===== src/rtl/bp_l15_miss_queue.sv =====
// In-order miss request FIFO feeding the BP->L1.5 transducer; holds the head stable until yumi
// and merges a back-to-back cached load to the same block into the tail entry.
module bp_l15_miss_queue #(
  parameter int unsigned els_p                = 4,
  parameter int unsigned paddr_width_p        = 40,
  parameter int unsigned block_offset_width_p = 6
) (
  input  logic                          clk_i,
  input  logic                          reset_n_i,
  input  logic                          miss_v_i,
  output logic                          miss_ready_o,
  input  logic                          uncached_i,
  input  logic                          store_i,
  input  logic [paddr_width_p-1:0]      addr_i,
  input  logic [2:0]                    lru_way_i,
  input  logic [63:0]                   store_data_i,
  input  logic [1:0]                    size_op_i,
  output logic                          coalesced_o,
  output logic                          miss_v_o,
  input  logic                          miss_yumi_i,
  output logic                          uncached_o,
  output logic                          store_o,
  output logic [paddr_width_p-1:0]      addr_o,
  output logic [2:0]                    lru_way_o,
  output logic [63:0]                   store_data_o,
  output logic [1:0]                    size_op_o,
  output logic [$clog2(els_p+1)-1:0]    count_o,
  output logic                          empty_o
);

  localparam int unsigned ptr_w = $clog2(els_p);
  localparam int unsigned cnt_w = $clog2(els_p + 1);

  typedef struct packed {
    logic                     uncached;
    logic                     store;
    logic [paddr_width_p-1:0] addr;
    logic [2:0]               lru_way;
    logic [63:0]              store_data;
    logic [1:0]               size_op;
  } entry_s;

  entry_s           mem [els_p];
  entry_s           in_entry;
  entry_s           head;
  logic [ptr_w-1:0] wr_ptr_q, rd_ptr_q, tail_ptr;
  logic [cnt_w-1:0] count_q;
  logic             coalesced_q;
  logic             full, has_entry, accept, coalesce, enq, deq, tail_cached_load, block_match;

  assign full      = (count_q == cnt_w'(els_p));
  assign has_entry = (count_q != '0);
  assign accept    = miss_v_i & ~full;
  assign deq       = miss_yumi_i & has_entry;

  // Tail is the most recently enqueued entry; it may be the head being yumi'd this cycle.
  assign tail_ptr         = wr_ptr_q - ptr_w'(1);
  assign tail_cached_load = has_entry & ~mem[tail_ptr].uncached & ~mem[tail_ptr].store;
  assign block_match      = (mem[tail_ptr].addr[paddr_width_p-1:block_offset_width_p]
                             == addr_i[paddr_width_p-1:block_offset_width_p]);
  assign coalesce         = accept & ~uncached_i & ~store_i & tail_cached_load & block_match;
  assign enq              = accept & ~coalesce;

  assign in_entry = '{uncached:   uncached_i,
                      store:      store_i,
                      addr:       addr_i,
                      lru_way:    lru_way_i,
                      store_data: store_data_i,
                      size_op:    size_op_i};

  // Payload storage needs no reset; validity is tracked by count_q.
  always_ff @(posedge clk_i) begin
    if (enq) mem[wr_ptr_q] <= in_entry;
  end

  always_ff @(posedge clk_i or negedge reset_n_i) begin
    if (!reset_n_i) begin
      wr_ptr_q    <= '0;
      rd_ptr_q    <= '0;
      count_q     <= '0;
      coalesced_q <= 1'b0;
    end else begin
      coalesced_q <= coalesce;
      if (enq) wr_ptr_q <= wr_ptr_q + ptr_w'(1);
      if (deq) rd_ptr_q <= rd_ptr_q + ptr_w'(1);
      case ({enq, deq})
        2'b10:   count_q <= count_q + cnt_w'(1);
        2'b01:   count_q <= count_q - cnt_w'(1);
        default: count_q <= count_q;
      endcase
    end
  end

  assign head         = mem[rd_ptr_q];
  assign miss_v_o     = has_entry;
  assign miss_ready_o = ~full;
  assign empty_o      = ~has_entry;
  assign count_o      = count_q;
  assign coalesced_o  = coalesced_q;
  assign uncached_o   = head.uncached;
  assign store_o      = head.store;
  assign addr_o       = head.addr;
  assign lru_way_o    = head.lru_way;
  assign store_data_o = head.store_data;
  assign size_op_o    = head.size_op;

  // A yumi with nothing queued is a protocol error by the transducer.
  yumi_only_when_valid: assert property (@(posedge clk_i) disable iff (!reset_n_i)
                                         miss_yumi_i |-> miss_v_o);

endmodule

===== config.mk =====
export PLATFORM = sky130hd
export DESIGN_NAME = bp_l15_miss_queue
export DESIGN_NICKNAME = d
export VERILOG_FILES = /design/src/rtl/bp_l15_miss_queue.sv
export SDC_FILE = /design/constraint.sdc
export NUM_CORES = 1
export LEC_CHECK = 0
export CORE_UTILIZATION = 45
export DETAILED_ROUTE_END_ITERATION = 8
export GPL_TIMING_DRIVEN = 0
export PLACE_DENSITY_LB_ADDON = 0.25
export SYNTH_ARGS = -nofsm -noshare
export SYNTH_HDL_FRONTEND = slang
export SYNTH_SLANG_ARGS = --single-unit

===== constraint.sdc =====
create_clock -name clk_i -period 11.7 [get_ports clk_i]
set_clock_uncertainty 0.1 [all_clocks]
set_input_delay 2.34 -clock clk_i [delete_from_list [all_inputs] [get_ports clk_i]]
set_output_delay 2.34 -clock clk_i [all_outputs]
set_load 0.005 [all_outputs]

==> results_dict.tcl <==
set metrics [dict create \
    io_pins 233 \
    rsz0062_at_grt "no" \
    startpoint_type "flip-flop" \
    cts_buffers 46 \
    max_stage_delay_ns 0.87 \
    worstSetupPathType "reg2out" \
    cp_num_buf_inv 4 \
    clk_latency_ns 0.58 \
    setup_tns_ns 0 \
    p_seq_frac 0.377 \
    avgSynthCellArea_um2 24.0 \
    seq_area_frac_synth 0.761 \
    slew_violations 0 \
    placed_area_mm2 0.0214 \
    htree_levels 2 \
    r2r_slack_ns 5.80 \
    ys_ff_latch 452 \
    cap_violations 0 \
    finalNonFillerCells 1624 \
    postCtsHoldBufs 0 \
    gr-total-overflow 0 \
    fmax_mhz 156 \
    cts_tree "done" \
    drc 0 \
    hold_viol 0 \
    synth_nets 861 \
    required_ns 9.26 \
    reg2reg_to "mem[0][4]" \
    status "finished, final reports clean" \
    regToRegStartpoint "wr_ptr_q[0]" \
    clkTransAtPathRegs_ns 0.07 \
    hpwl_um 27000 \
    fin_crit_sh 0.548 \
    row_count 72 \
    worst_slew_pin_slew_ns 1.08 \
    use_met1 0.264 \
    cp_common_cell "clkbuf_1" \
    clock_sinks 452 \
    grtUsageTotal 0.197 \
    pre_cts_ws_ns 5.74 \
    switching_share 0.289 \
    p_switching_mw 1.68 \
    grt_max_degree 15 \
    cp_top_family "buffers and inverters" \
    leakage_nw 7.36 \
    drive_above_1_share 0.250 \
    critPathCaptureType "output port" \
    grt_pass1_vias 9494 \
    dr.pass1.iters 5 \
    initial_core_util 0.458 \
    hp-start "count_o[2]" \
    syn_inst 740 \
    rr_worst_depth 20 \
    dieArea_mm2 0.0403 \
    synth_warnings 0 \
    min_path_type "reg2reg" \
    layout_commonest_cell "edfxtp_1" \
    slew_headroom 0.280 \
    cts_max_path_buffers 3 \
    power_frac_clock 0.233 \
    viasPerCell 5.48 \
    ir_drop_mv 0.167 \
    grtUsageMet3 0.0651 \
    drtIter0Drc 508 \
    vias 8898 \
    area_delta_synth_final_pct 28.2 \
    antenna_cells 0 \
    grt_pass1_wl_um 58800 \
    cts_resized 0 \
    holdPathEnd "count_o[2]" \
    whs_ns 0.403 \
    dp_cells 1544 \
    final_cell_mix "edfxtp_1 (444), clkdlybuf4s50_1 (232), mux4_2 (146)" \
    ant_nets 0 \
    grt_util_met2 0.314 \
    whs_path_depth 1 \
    wl_um 38400 \
    nNetsFinal 1195 \
    worstPathCellList "clkbuf_1 > clkbuf_1 > buf_1 > mux4_2 > clkdlybuf4s50_1" \
    die_h_um 201 \
    period_needed_ns 6.41 \
    ys_types 35 \
    p_total_mw 5.81 \
    stdcell_area_mm2 0.0228 \
    dieWidth_um 201 \
    cts_setup_buffers 0 \
    busiest_layer "met2" \
    intPower_mw 4.13 \
    p_per_area_mw_per_mm2 255 \
    setup_viol 0 \
    setup_slack_ns 5.29 \
    cts_root_buf "clkbuf_16" \
    io_buffer_count 232 \
    crit_fanout 10 \
    final_util 0.587 \
    gp_congestion 0.760 \
    antenna_found_initial 2 \
    cp.arrival_ns 3.97 \
    syn_area_mm2 0.0178 \
    power_frac_comb 0.389 \
    cp_slowest_cell "buf_1" \
    core-area_mm2 0.0388 \
    wl_per_cell_um 23.7 \
]
[power by group through the flow]
| stage | combinational, mW | clock, mW | sequential [mW] |
|---|---|---|---|
| floorplan | 1.20 | 0 | 2.29 |
| global placement | 2.17 | 0 | 2.39 |
| detailed placement | 2.30 | 0 | 2.23 |
| CTS | 2.32 | 1.40 | 2.20 |
| global route | 2.43 | 1.45 | 2.22 |
| finish | 2.26 | 1.36 | 2.19 |
[worst max path at each step]
| stage | startpoint | to | cells after the start |
|---|---|---|---|
| after CTS | rd_ptr_q[0] | addr_o[29] | 5 |
| final | rd_ptr_q[0] | addr_o[29] | 5 |
| after floorplan | addr_i[27] | mem[0][0] | 6 |
| after detailed placement | addr_i[20] | mem[3][46] | 13 |
| after global routing | rd_ptr_q[0] | addr_o[27] | 5 |
| after global placement | addr_i[20] | mem[0][42] | 7 |
[cell usage after synthesis, drive strengths merged]
| cell | number | area [µm²] |
|---|---|---|
| and3 | 2 | 12.5 |
| fa | 1 | 20.0 |
| a22o | 1 | 8.76 |
| ha | 5 | 62.6 |
| or4b | 3 | 33.8 |
| nand4 | 14 | 87.6 |
| mux4 | 146 | 3290 |
| buf | 18 | 101 |
| a21oi | 2 | 10.0 |
| inv | 6 | 22.5 |
| xor2 | 3 | 26.3 |
| and2 | 1 | 6.26 |
| edfxtp | 444 | 13300 |
| nor4b | 2 | 17.5 |
| o2111ai | 1 | 8.76 |
| nor2 | 9 | 33.8 |
| clkbuf | 16 | 60.1 |
| nand2 | 5 | 18.8 |
| nand3 | 3 | 15.0 |
| nor4 | 1 | 6.26 |
| or4 | 1 | 7.51 |
| xnor2 | 36 | 315 |
| or3 | 1 | 6.26 |
| a21bo | 1 | 10.0 |
| or2 | 2 | 12.5 |
| or3b | 1 | 8.76 |
| mux2i | 1 | 10.0 |
| o21ai | 2 | 10.0 |
| dfrtp | 8 | 200 |
| nor3b | 4 | 30.0 |
[layer usage]
metal / routed length (µm) / part of all wire
met1: 16000 / 0.42
met2: 18700 / 0.49
met3: 2960 / 0.077
met4: 701 / 0.018
met5: 29 / 0.00075
[layout make-up]
type | count | area, µm²
clock inverters | 21 | 155
repair buffers | 286 | 2960
inverters | 6 | 22.5
well taps | 518 | 648
fillers | 2826 | 16000
clock buffers | 59 | 1220
plain buffers | 34 | 161
multi-input cells | 248 | 4090
flip-flops and latches | 452 | 13500
[registers in the layout (all words and copies together), names as in the netlist]
register     count
count_o          3
wr_ptr_q         2
rd_ptr_q         2
coalesced_o      1
mem            444
[kinds of logic after synthesis]
group                      count (synthesis)  synth area share
DFF                                      452             0.761
adders and majority gates                  6           0.00464
muxes                                    147             0.185
buffers and inverters                     40            0.0103
and+or+nand+nor                           49            0.0167
xor gates and xnor gates                  39            0.0192
AOI/OAI and AO/OA                          7           0.00267
[worst reg2reg max path, cell delays in order, from the launching register on]
cell and delay [ns]:
dfrtp_1 0.43, buf_4 0.29, buf_2 0.35, inv_1 0.15, ha_1 0.30, buf_2 0.25, buf_2 0.36, buf_2 0.34
mux4_2 0.36, xnor2_1 0.19, nand4_1 0.14, nor4_1 0.07, and3_1 0.19, clkbuf_1 0.22, nor3b_2 0.72, buf_6 0.25
buf_6 0.17, buf_6 0.19, buf_8 0.17, buf_6 0.18, buf_6 0.16
Note: power is estimated with default switching activity, not from simulation.
